--- src/rtl/control_unit_pkg.sv ---
// Shared instruction definitions for the control unit:
// opcodes, field positions, FSM states and stack depth.
package control_unit_pkg;

    localparam int CU_STACK_DEPTH = 4;

    localparam int OP_HI     = 15;
    localparam int OP_LO     = 8;
    localparam int FUNCT_POS = 7;
    localparam int RD_HI     = 6;
    localparam int RD_LO     = 4;
    localparam int RS_HI     = 2;
    localparam int RS_LO     = 0;

    localparam logic [7:0] OP_NOP = 8'h00;
    localparam logic [7:0] OP_NOT = 8'h01;
    localparam logic [7:0] OP_XOR = 8'h02;
    localparam logic [7:0] OP_OR  = 8'h03;
    localparam logic [7:0] OP_AND = 8'h04;
    localparam logic [7:0] OP_SUB = 8'h05;
    localparam logic [7:0] OP_ADD = 8'h06;
    localparam logic [7:0] OP_RR  = 8'h07;
    localparam logic [7:0] OP_RL  = 8'h08;
    localparam logic [7:0] OP_DEC = 8'h09;
    localparam logic [7:0] OP_INC = 8'h0A;
    localparam logic [7:0] OP_LD  = 8'h0B;
    localparam logic [7:0] OP_ST  = 8'h0C;
    localparam logic [7:0] OP_LDI = 8'h0D;
    localparam logic [7:0] OP_JMP = 8'h0E;
    localparam logic [7:0] OP_CLL = 8'h0F;
    localparam logic [7:0] OP_RET = 8'h10;
    localparam logic [7:0] OP_RST = 8'h11;

    typedef enum logic [1:0] {
        S_FETCH     = 2'd0,
        S_DECODE    = 2'd1,
        S_FETCH_IMM = 2'd2,
        S_EXEC      = 2'd3
    } state_e;

    // NOT..INC form one contiguous block of ALU operations
    function automatic logic is_alu(input logic [7:0] op);
        return (op >= OP_NOT) && (op <= OP_INC);
    endfunction

    function automatic logic needs_imm(input logic [7:0] op);
        return (op == OP_LDI) || (op == OP_JMP) || (op == OP_CLL);
    endfunction

endpackage

--- src/rtl/control_unit_call_stack.sv ---
// Return-address LIFO for CLL/RET, kept as a shift stack
// so the top entry always sits in slot 0.
module call_stack #(
    parameter int WIDTH = 16,
    parameter int DEPTH = 4
) (
    input  logic             clk,
    input  logic             rst,
    input  logic             clr,
    input  logic             push,
    input  logic             pop,
    input  logic [WIDTH-1:0] din,
    output logic [WIDTH-1:0] dout,
    output logic             full,
    output logic             empty
);

    localparam int PW = $clog2(DEPTH + 1);

    logic [WIDTH-1:0] mem [DEPTH];
    logic [PW-1:0]    cnt;

    assign full  = (cnt == PW'(DEPTH));
    assign empty = (cnt == '0);
    assign dout  = mem[0];

    always_ff @(posedge clk) begin
        if (rst || clr) begin
            cnt <= '0;
        end else if (push && !full) begin
            cnt <= cnt + PW'(1);
        end else if (pop && !empty) begin
            cnt <= cnt - PW'(1);
        end
    end

    always_ff @(posedge clk) begin
        if (push && !full) begin
            mem[0] <= din;
            for (int i = 1; i < DEPTH; i++) begin
                mem[i] <= mem[i-1];
            end
        end else if (pop && !empty) begin
            for (int i = 0; i < DEPTH - 1; i++) begin
                mem[i] <= mem[i+1];
            end
        end
    end

endmodule

--- src/rtl/control_unit.sv ---
// Multi-cycle instruction sequencer: fetch, decode, optional
// immediate fetch, single-cycle execute; owns pc, flags, call stack.
module control_unit
    import control_unit_pkg::*;
#(
    parameter int WIDTH       = 16,
    parameter int STACK_DEPTH = CU_STACK_DEPTH
) (
    input  logic             clk,
    input  logic             rst,
    input  logic [15:0]      instr_data,
    input  logic             instr_valid,
    output logic             fetch_req,
    output logic [WIDTH-1:0] pc,
    input  logic             alu_zero,
    output logic [7:0]       alu_op,
    output logic             alu_funct,
    output logic [2:0]       rd_sel,
    output logic [2:0]       rs_sel,
    output logic [WIDTH-1:0] imm,
    output logic             reg_we,
    output logic             mem_re,
    output logic             mem_we,
    output logic             z_flag,
    output logic             stack_err
);

    state_e           state;
    state_e           state_n;
    logic             push;
    logic             pop;
    logic             clr;
    logic             full;
    logic             empty;
    logic             jmp_take;
    logic [WIDTH-1:0] ret_addr;

    call_stack #(
        .WIDTH(WIDTH),
        .DEPTH(STACK_DEPTH)
    ) u_stack (
        .clk  (clk),
        .rst  (rst),
        .clr  (clr),
        .push (push),
        .pop  (pop),
        .din  (pc),
        .dout (ret_addr),
        .full (full),
        .empty(empty)
    );

    assign jmp_take = !alu_funct || z_flag;

    always_ff @(posedge clk) begin
        if (rst) begin
            state <= S_FETCH;
        end else begin
            state <= state_n;
        end
    end

    always_comb begin
        state_n   = state;
        fetch_req = 1'b0;
        unique case (state)
            S_FETCH: begin
                fetch_req = 1'b1;
                if (instr_valid) state_n = S_DECODE;
            end
            S_DECODE: begin
                state_n = needs_imm(alu_op) ? S_FETCH_IMM : S_EXEC;
            end
            S_FETCH_IMM: begin
                fetch_req = 1'b1;
                if (instr_valid) state_n = S_EXEC;
            end
            S_EXEC: begin
                state_n = S_FETCH;
            end
            default: state_n = S_FETCH;
        endcase
    end

    always_comb begin
        push = 1'b0;
        pop  = 1'b0;
        clr  = 1'b0;
        if (state == S_EXEC) begin
            push = (alu_op == OP_CLL) && !full;
            pop  = (alu_op == OP_RET) && !empty;
            clr  = (alu_op == OP_RST);
        end
    end

    always_ff @(posedge clk) begin
        if (rst) begin
            pc        <= '0;
            alu_op    <= OP_NOP;
            alu_funct <= 1'b0;
            rd_sel    <= '0;
            rs_sel    <= '0;
            imm       <= '0;
            reg_we    <= 1'b0;
            mem_re    <= 1'b0;
            mem_we    <= 1'b0;
            z_flag    <= 1'b0;
            stack_err <= 1'b0;
        end else begin
            reg_we <= 1'b0;
            mem_re <= 1'b0;
            mem_we <= 1'b0;
            unique case (state)
                S_FETCH: begin
                    if (instr_valid) begin
                        alu_op    <= instr_data[OP_HI:OP_LO];
                        alu_funct <= instr_data[FUNCT_POS];
                        rd_sel    <= instr_data[RD_HI:RD_LO];
                        rs_sel    <= instr_data[RS_HI:RS_LO];
                        pc        <= pc + WIDTH'(1);
                    end
                end
                // strobes are registered so they cover exactly the EXEC cycle
                S_DECODE: begin
                    reg_we <= is_alu(alu_op) || (alu_op == OP_LD);
                    mem_re <= (alu_op == OP_LD);
                    mem_we <= (alu_op == OP_ST);
                end
                S_FETCH_IMM: begin
                    if (instr_valid) begin
                        imm    <= WIDTH'(instr_data);
                        pc     <= pc + WIDTH'(1);
                        reg_we <= (alu_op == OP_LDI);
                    end
                end
                S_EXEC: begin
                    unique case (1'b1)
                        is_alu(alu_op): z_flag <= alu_zero;
                        alu_op == OP_JMP: begin
                            if (jmp_take) pc <= imm;
                        end
                        alu_op == OP_CLL: begin
                            if (full) stack_err <= 1'b1;
                            else pc <= imm;
                        end
                        alu_op == OP_RET: begin
                            if (empty) stack_err <= 1'b1;
                            else pc <= ret_addr;
                        end
                        alu_op == OP_RST: begin
                            pc        <= '0;
                            z_flag    <= 1'b0;
                            stack_err <= 1'b0;
                        end
                        default: ;
                    endcase
                end
                default: ;
            endcase
        end
    end

endmodule
--- config.mk ---
export PLATFORM = sky130hd
export DESIGN_NAME = control_unit
export DESIGN_NICKNAME = d
export VERILOG_FILES = /design/src/rtl/control_unit_pkg.sv /design/src/rtl/control_unit_call_stack.sv /design/src/rtl/control_unit.sv
export SDC_FILE = /design/constraint.sdc
export NUM_CORES = 1
export LEC_CHECK = 0
export ABC_AREA = 1
export CAP_MARGIN = 10
export CORE_MARGIN = 5
export CORE_UTILIZATION = 60
export DETAILED_ROUTE_END_ITERATION = 8
export PLACE_DENSITY = 0.86
export SETUP_SLACK_MARGIN = 0.4
export SLEW_MARGIN = 20
export SYNTH_ARGS = -nofsm -noshare
export SYNTH_HDL_FRONTEND = slang
export SYNTH_SLANG_ARGS = --single-unit
--- constraint.sdc ---
create_clock -name clk -period 5.06 [get_ports clk]
set_input_delay 1.265 -clock clk [delete_from_list [all_inputs] [get_ports clk]]
set_output_delay 1.265 -clock clk [all_outputs]
set_load 0.01 [all_outputs]
Yosys cells after proc, flatten, opt, wreduce, memory -nomap -nowiden
Memories as Yosys holds them, arrays and structs flattened.
Cells that the tools add are included.
{"block": "word_totals", "output_inout_bits": 53, "n_memories": 1, "reg_bits": 57, "in_bits": 20, "wordCells": 100, "ramBits": 64}
{"memory": "u_stack.mem", "words": 4, "width": 16, "read_ports": 4, "rd_ports_with_merged_regs": 0, "write_ports": 4, "line_no": "control_unit_call_stack.sv:20", "text": "logic [WIDTH-1:0] mem [DEPTH];"}
{"block": "classes", "n_eq_ne": 20, "n_addsub": 3, "reduce_logical": 27, "mux": 30, "magnitude_cmp": 2, "bitwise_logic": 4}
{"operator": "16-bit two-way mux", "n": 7}
{"operator": "16-bit one-hot mux with 4 select lines", "n": 1}
{"operator": "8-bit by 4-bit == test with 1-bit output, second input constant", "n": 5}
{"operator": "16-bit one-hot mux with 2 select lines", "n": 1}
{"operator": "16-bit by 1-bit adder with 16-bit output, second input constant", "n": 1}
{"operator": "8-bit by 5-bit == test with 1-bit output, second input constant", "n": 2}
{"operator": "1-bit two-way mux", "n": 13}
{"operator": "3-bit inequality test, second input constant", "n": 3}
{"operator": "8-bit by 1-bit >= comparator with 1-bit output, second input constant", "n": 1}
{"operator": "8-bit by 4-bit <= comparator with 1-bit output, second input constant", "n": 1}
{"operator": "2-bit one-hot mux with 4 select lines", "n": 1}
{"operator": "2-bit AND reduction", "n": 4}
{"operator": "3-bit two-way mux", "n": 2}
{"operator": "2-bit by 1-bit inequality test with 1-bit output, second input constant", "n": 3}
{"operator": "6-bit AND reduction", "n": 1}
{"operator": "2-bit nonzero test", "n": 3}
{"operator": "1-bit logical AND", "n": 5}
{"operator": "1-bit logical OR", "n": 5}
{"operator": "5-bit by 1-bit inequality test with 1-bit output, second input constant", "n": 1}
{"operator": "2-bit == test, second input constant", "n": 2}
{"operator": "2-bit two-way mux", "n": 2}
{"operator": "2-bit inequality test, second input constant", "n": 2}
{"operator": "1-bit one-hot mux with 2 select lines", "n": 2}
{"operator": "4-bit AND reduction", "n": 1}
{"operator": "other kinds (12)", "n": 17}

Longest topological paths before layout
Gate-level depths: netlist of the first run.
{"block": "depth", "ltp_word": 9, "ltp_mapped": 13, "ltp_nobuf": 12}

Modules after synthesis
From an unflattened synthesis of the first run, not the netlist that was laid out.
{"block": "hier_totals", "hier_cells": 728, "hier_area_um2": 5890.6}
{"module": "control_unit", "n_inst": 1, "cells_each": 489, "seq_area_each_um2": 1081.0, "area_each_um2": 3029.2}
{"module": "call_stack", "n_inst": 1, "cells_each": 239, "seq_area_each_um2": 1981.9, "area_each_um2": 2861.5}

Least setup slack after synthesis of the first run
No wires, ideal clock.
{"block": "synth_timing", "kind": "register to register", "from": "register alu_op[1]", "to": "register u_stack.cnt[2]", "period_less_slack_ps": 2682, "setup_ps": 75, "t_arrival_ps": 2607, "path_stages_with_launch": 13, "setup_slack_ps": 2378, "path_buffers": 0, "required_time_ps": 4985, "path_cell_list": "dfxtp_1 -> nand2_1 -> inv_1 -> nand2_1 -> nor2_2 -> o21ai_1 -> nor2_1 -> inv_1 -> fa_1 -> xnor2_1 -> inv_1 -> nand2_1 -> a31oi_1"}
{"block": "synth_via", "elab_chain_cells": 5, "elab_cells_between_ends": 13, "classes_between": "eq/ne: 3; mux: 4; reduce/logical: 6"}
{"item": "start, declared", "line_no": "control_unit.sv:16", "text": "output logic [7:0] alu_op,"}
{"item": "start signal, assigned", "line_no": "control_unit.sv:116", "text": "alu_op <= instr_data[OP_HI:OP_LO];"}
{"item": "8-bit by 4-bit == test with 1-bit output / 8-bit by 5-bit == test with 1-bit output (equally long branches)", "line_no": "control_unit.sv:90, control_unit.sv:91"}
{"item": "1-bit logical AND, on equally long branches", "line_no": "control_unit.sv:90, control_unit.sv:91"}
{"item": "1-bit two-way mux", "line_no": "control_unit.sv:89", "text": "if (state == S_EXEC) begin"}
{"item": "1-bit logical AND, on equally long branches", "line_no": "control_unit_call_stack.sv:30, control_unit_call_stack.sv:32"}
{"item": "3-bit two-way mux / 2-bit nonzero test (equally long branches)"}
{"item": "end signal, assigned", "line_no": "control_unit_call_stack.sv:31", "text": "cnt <= cnt + PW'(1);"}
{"item": "end signal, assigned", "line_no": "control_unit_call_stack.sv:33", "text": "cnt <= cnt - PW'(1);"}
{"item": "end, declared", "line_no": "control_unit_call_stack.sv:21", "text": "logic [PW-1:0] cnt;"}
Several ways; a longest one is shown, not always the timed one.
A chain may end at the register's enable or synchronous reset.

Worst setup path after layout of the first run
{"block": "layout_timing", "from": "register state[0]", "to": "output fetch_req"}
{"block": "layout_via", "elab_chain_cells": 3, "elab_cells_between_ends": 4, "classes_between": "eq/ne: 1; mux: 1; reduce/logical: 2"}
{"item": "start, declared", "line_no": "control_unit.sv:28", "text": "state_e state;"}
{"item": "start signal, assigned", "line_no": "control_unit.sv:59", "text": "state <= state_n;"}
{"item": "2-bit == test / 2-bit logical NOT (equally long branches)", "line_no": "control_unit.sv:66", "text": "unique case (state)"}
{"item": "2-bit OR reduction (no source line) *"}
{"item": "1-bit two-way mux *", "line_no": "control_unit.sv:66"}
{"item": "end, declared", "line_no": "control_unit.sv:13", "text": "output logic fetch_req,"}
Every way passes the cells marked *; elsewhere a longest branch is shown, timed or not.

==> impl_metrics.csv, run 1 <==
group,metric,value,unit
logic_synthesis,synth.yosys.warnings,0,
logic_synthesis,synth-compound-area-share,10.7,%
logic_synthesis,yosys_register_bits,121,
logic_synthesis,synth_largest_area_cell,"edfxtp_1",
logic_synthesis,yosysTopAreaCellShare,34.1,%
logic_synthesis,post_synth_mux_area_share,5.79,%
logic_synthesis,synth-simple-area-share,21.3,%
cts,post_cts_resize_count,0,
placement,portBuffers,72,
logic_synthesis,synth_enable_flop_cells,64,
cts,insertion_delay,0.52,ns
timing,final-max-slew-violation-count,0,
critical_path,crit-reg2reg-capture,"u_stack.mem[2][7]",
logic_synthesis,postSynthNetCount,674,
logic_synthesis,synthArstFlopShare,0,%
timing,min_period_over_period,61.9,%
logic_synthesis,synth_top_family_by_area,"simple AND/OR/NAND/NOR gates",
timing,max-slew-margin-rel,43.8,%
layout,finalNetCount,745,
grt,global_route.usage.total,26.3,%
drt,drt_iter0_drc,463,
critical_path,reg2reg_slack,2.00,ns
run,maxCapViolations,0,
logic_synthesis,synth-adder-area-share,1.47,%
critical_path,max_stage_delay,0.47,ns
cts,cts.sink_count,121,
logic_synthesis,yosysSeqAreaShare,54.3,%
critical_path,arrival,1.87,ns
floorplanning,die_y,107,um
drt,ant_nets,0,
placement,postPlaceCellArea,6410,um^2
timing,setup-tns-final,0,ns
floorplanning,die_width,107,um
grt,number_of_antenna_violations_at_the_first_check_in_global_routing,0,
drt,wl_per_cell,17.0,um
status,outcome,"complete, no violations",
cts,holdBufCountCts,0,
worst_hold_path,min-delay-start,"u_stack.mem[2][1]",
timing,fmaxAchievable,319,MHz
drt,wl,14400,um
grt,first_global_vias,4745,
drt,detail_route.first_pass.iterations,8,
worst_hold_path,hold_path_endpoint,"u_stack.mem[3][1]",
timing,clk_skew,0.00816,ns
worst_hold_path,hold_path_class,"flip-flop to flip-flop",
critical_path,worstReg2RegStart,"alu_op[4]",
floorplanning,initial_utilization,61.3,%
layout,num_antenna_cells,0,
timing,finalHoldViolations,0,
logic_synthesis,most_used_flip_flop_cell_after_synthesis,"edfxtp_1",
timing,rsz_0062_raised_after_global_routing,"no",
floorplanning,floorplan.io_pins,73,
pwr,p_total,0.00347,W
critical_path,cp_top_family,"buffers and inverters",
layout,layout.cells.most_common,"nand2_1",
cts,tritoncts,"built",
cts,clk_transition_reported_paths,0.06,ns
critical_path,rr_worst_depth,8,
critical_path,crit_buf_inv,3,
critical_path,cpMaxStageDelayCell,"clkdlybuf4s50_1",
critical_path,critPathMostFrequentCell,"inv_1",
logic_synthesis,postSynthCellCount,648,
logic_synthesis,syn_avg_cell_area,8.70,um^2
cts,buffers_inserted_during_post_cts_setup_optimization,0,
floorplanning,rows,35,
critical_path,worstPathRequired,3.80,ns
cts,numCtsBuffers,17,
placement,dp_hpwl,9330,um
cts,cts_max_path_buffers,2,
critical_path,timing.setup.critical_path_class,"flip-flop to output port",
cts,cts_root_buf,"clkbuf_8",
timing,number_of_endpoints_failing_setup_at_the_final_stage,0,
critical_path,worst_setup_path_start_kind,"flip-flop",
logic_synthesis,synth_xor_area_share,0.622,%
timing,holdWs,0.459,ns
layout,finish.instance_area,6980,um^2
layout,post_route_cells_drive_above_1_share,7.38,%
logic_synthesis,synthTopCellsByArea,"edfxtp_1 34%, dfxtp_1 20%, nand2_1 9.7%",
drt,via_per_inst,5.85,
pwr,power.leakage,2.69,nW
timing,worst-slew-pin-transition,0.841,ns
grt,global_route.overflow_total,0,
drt,num_vias,4928,
placement,globalplace.congestion,0.894,
cts,cts_max_level,4,
layout,area_growth,23.9,%
critical_path,critical_path_cell_list,"inv_1 > ha_1 > inv_1 > nand2_1 > clkdlybuf4s50_1",
logic_synthesis,synthesis.area,5640,um^2
floorplanning,floorplan.core_area,9200,um^2
pwr,ir_drop,0.000297,V
layout,mostFrequentLayoutCells,"145 x nand2_1, 103 x nor2_1, 72 x clkdlybuf4s50_1",
floorplanning,die_area,11400,um^2
drt,drc_errors,0,
timing,timing.final.crit_period,3.13,ns
grt,largest_net_degree_at_the_start_of_global_routing,50,
pwr,powerDensity,498,nW/um^2
critical_path,endpoint_kind,"output port",
critical_path,crit_path_max_fanout,4,
grt,global_route_wire_length_before_repair,23600,um
worst_hold_path,worst_hold_path.num_cells,0,
logic_synthesis,yosysUniqueCellTypes,35,
## kinds of logic after synthesis
family                   count (synthesis)
flip-flops                             121
AND/OR/NAND/NOR                        295
AO/OA/AOI/OAI                          116
adder cells (fa/ha/maj)                  6
XOR/XNOR                                 4
buffers and inverters                   77
multiplexers                            29
## layer usage
metal  routed length [um]  vias to the layer above  GRT usage [%]
met1                 5890                     2314           34.7
li1                     -                     2297              -
met2                 6740                      281           41.5
met4                  292                        0           9.50
met3                 1430                       36           7.28
met5                    0                        -              0
## layout make-up
| cell class | instances | area, um^2 |
|---|---|---|
| Sequential cell | 121 | 3060 |
| Multi-Input combinational cell | 450 | 2260 |
| Fill cell | 657 | 2210 |
| Timing Repair Buffer | 77 | 758 |
| Clock buffer | 20 | 489 |
| Inverter | 52 | 195 |
| Tap cell | 111 | 139 |
| Clock inverter | 12 | 82.6 |
## stage by stage
stage	instances	utilization, %	worst slack (ns)
after floorplan	648	-	2.38
after global placement	811	69.7	1.95
after detailed placement	811	69.7	1.88
after CTS	843	75.9	1.93
after global routing	843	75.9	1.82
final	843	75.9	1.93
## worst max-delay path by stage
stage | from | to | slack (ns) | depth (start not counted)
floorplan | alu_op[1] | u_stack.cnt[2] | 2.38 | 12
global placement | instr_valid | pc[14] | 1.95 | 6
detailed placement | instr_valid | pc[5] | 1.88 | 6
CTS | state[0] | fetch_req | 1.93 | 5
global route | state[1] | fetch_req | 1.82 | 5
finish | state[0] | fetch_req | 1.93 | 5
## flip-flops by register name, summed over array words and instances, names as in the netlist, 2 cells and up
name,cells
u_stack.mem,64
imm,16
pc,16
alu_op,8
rd_sel,3
rs_sel,3
u_stack.cnt,3
state,2
## Yosys cell counts (3+ instances only)
| master | count |
|---|---|
| a21oi_1 | 40 |
| buf_1 | 3 |
| buf_2 | 5 |
| buf_4 | 5 |
| clkbuf_1 | 11 |
| dfxtp_1 | 57 |
| edfxtp_1 | 64 |
| ha_1 | 5 |
| inv_1 | 47 |
| inv_2 | 5 |
| mux2_1 | 29 |
| nand2_1 | 145 |
| nand3_1 | 26 |
| nand4_1 | 3 |
| nor2_1 | 103 |
| nor2_2 | 5 |
| nor3_1 | 8 |
| o21ai_0 | 44 |
| o21ai_1 | 24 |
| xor2_1 | 3 |
## where the power goes
part / leakage, nW / internal (W) / total (W) / switching [W]
clock network: 0.283 / 0.000691 / 0.00115 / 0.000463
logic: 1.36 / 0.000431 / 0.00103 / 0.000602
registers: 1.05 / 0.00115 / 0.00129 / 0.000135
Power figures use the tool's default switching activity.
==> run 2, diff against run 1 <==
--- a/config.mk
+++ b/config.mk
@@ -8,9 +8,9 @@
 export ABC_AREA = 1
 export CAP_MARGIN = 10
 export CORE_MARGIN = 5
-export CORE_UTILIZATION = 60
+export CORE_UTILIZATION = 50
 export DETAILED_ROUTE_END_ITERATION = 8
-export PLACE_DENSITY = 0.86
+export PLACE_DENSITY = 0.76
 export SETUP_SLACK_MARGIN = 0.4
 export SLEW_MARGIN = 20
 export SYNTH_ARGS = -nofsm -noshare
==> constraint.sdc (replaced) <==
create_clock -name clk -period 2.6 [get_ports clk]
set_input_delay 0.65 -clock clk [delete_from_list [all_inputs] [get_ports clk]]
set_output_delay 0.65 -clock clk [all_outputs]
set_load 0.01 [all_outputs]
==> impl_metrics.csv, run 2 (synthesis gave the netlist of run 1 again) <==
group,metric,value,unit
timing,clk_skew,0.0133,ns
timing,holdWs,0.448,ns
cts,holdBufCountCts,0,
layout,ff_latch_area,3070,um^2
timing,min_period_over_period,81.5,%
critical_path,arrival,1.47,ns
floorplanning,die_width,116,um
grt,number_of_antenna_violations_at_the_first_check_in_global_routing,0,
layout,max_reg_flops,64,
critical_path,endpoint_kind,"output port",
layout,multiInputGateArea,2280,um^2
cts,numCtsBuffers,17,
timing,max-slew-margin-rel,56.0,%
placement,post-place-cells,847,
layout,post_route_cells_drive_above_1_share,10.0,%
layout,util_after_layout,65.0,%
timing,rsz_0062_raised_after_global_routing,"yes",
layout,layoutNonFillerInstCount,879,
drt,wl_per_cell,15.6,um
critical_path,crit_path_max_fanout,4,
cts,cts.sink_count,121,
critical_path,worstPathRequired,1.95,ns
placement,globalplace.congestion,0.885,
grt,largest_net_degree_at_the_start_of_global_routing,49,
layout,mostFrequentLayoutCells,"143 x nand2_1, 102 x nor2_1, 71 x clkdlybuf4s50_1",
timing,setup-tns-final,0,ns
drt,via_per_inst,5.30,
floorplanning,rows,38,
layout,max_flop_register,"u_stack.mem",
layout,area_growth,26.1,%
grt,global_route.usage.total,21.5,%
cts,cts_max_path_buffers,2,
pwr,powerDensity,936,nW/um^2
cts,insertion_delay,0.42,ns
layout,fillCellCount,888,
drt,wl,13700,um
floorplanning,die_area,13500,um^2
grt,global_route_wire_length_before_repair,22400,um
timing,number_of_endpoints_failing_setup_at_the_final_stage,0,
layout,finalNetCount,752,
pwr,power.leakage,2.70,nW
cts,cts_max_level,4,
placement,portBuffers,72,
critical_path,worst_setup_path_start_kind,"flip-flop",
layout,num_antenna_cells,0,
cts,tritoncts,"built",
floorplanning,die_y,116,um
drt,detail_route.first_pass.iterations,5,
run,maxCapViolations,0,
drt,num_vias,4658,
timing,final-max-slew-violation-count,0,
layout,layout.cells.most_common,"nand2_1",
timing,timing.final.crit_period,2.12,ns
floorplanning,floorplan.core_area,10900,um^2
cts,clk_transition_reported_paths,0.06,ns
drt,ant_nets,0,
worst_hold_path,hold_path_class,"flip-flop to flip-flop",
status,outcome,"complete, no violations",
grt,first_global_vias,4585,
timing,worst-slew-pin-transition,0.658,ns
placement,dp_hpwl,9540,um
floorplanning,initial_utilization,51.5,%
drt,drt_iter0_drc,358,
grt,global_route.overflow_total,0,
timing,finalHoldViolations,0,
cts,cts_root_buf,"clkbuf_16",
timing,fmaxAchievable,472,MHz
pwr,ir_drop,0.000451,V
drt,drc_errors,0,
critical_path,timing.setup.critical_path_class,"flip-flop to output port",
layout,reg_top3,"u_stack.mem (64), imm (16), pc (16)",
floorplanning,floorplan.io_pins,73,
[run 2: changes by cell type in the layout (fill, tap and decap cells not counted), sizes merged]
cell | previous run | this run
buf | 5 | 12
clkbuf | 20 | 17
clkdlybuf4s50 | 72 | 71
clkinv | 6 | 7
clkinvlp | 2 | 3
dlygate4sd2 | 0 | 1
inv | 56 | 57
[run 2: through the flow]
stage	power (W)	setup WS [ns]	instance area, um^2
global route	0.00706	0.382	7110
detailed placement	0.00451	0.402	6540
floorplan	0.00370	0.400	5650
global placement	0.00445	0.488	6540
finish	0.00665	0.480	7110
CTS	0.00666	0.420	7090
[run 2: layer usage]
layer	global-route usage (%)	wire (um)	vias to the layer above
li1	-	-	2316
met2	32.9	6170	161
met3	6.37	872	28
met4	8.28	299	0
met5	0	0	-
met1	29.1	6350	2153
[run 2: worst max-delay path: stages (launching register included)]
cell           delay (ns)
dfxtp_2              0.36
inv_1                0.08
ha_1                 0.23
inv_2                0.08
nand2_1              0.05
dlygate4sd2_1        0.27
[run 2: area by class of cell]
type / instances / share of cell area [%]
Sequential cell: 121 / 43.2
Multi-Input combinational cell: 450 / 32.2
Clock inverter: 15 / 1.66
Timing Repair Buffer: 84 / 11.7
Inverter: 52 / 2.80
Tap cell: 140 / 2.47
Clock buffer: 17 / 5.99
[run 2: final timing paths]
path	depth (start not counted)	startpoint	slack (ns)	end
setup / recovery	5	state[0]	0.48	fetch_req
hold reg to reg	0	u_stack.mem[2][1]	0.45	u_stack.mem[3][1]
hold / removal	0	u_stack.mem[2][1]	0.45	u_stack.mem[3][1]
setup reg to reg	11	alu_op[7]	0.57	u_stack.cnt[2]
[run 2: report_power, final]
group	leakage, nW	switching, W	total (W)	internal [W]
registers	1.05	0.000253	0.00250	0.00225
clock network	0.267	0.000911	0.00214	0.00123
logic	1.39	0.00114	0.00200	0.000867
[run 2: what timing repair did]
action	in CTS	in global routing
setup endpoints to repair	1	3
cloned	0	0
buffers inserted	0	0
resized for setup	4	8
pin swaps	0	0
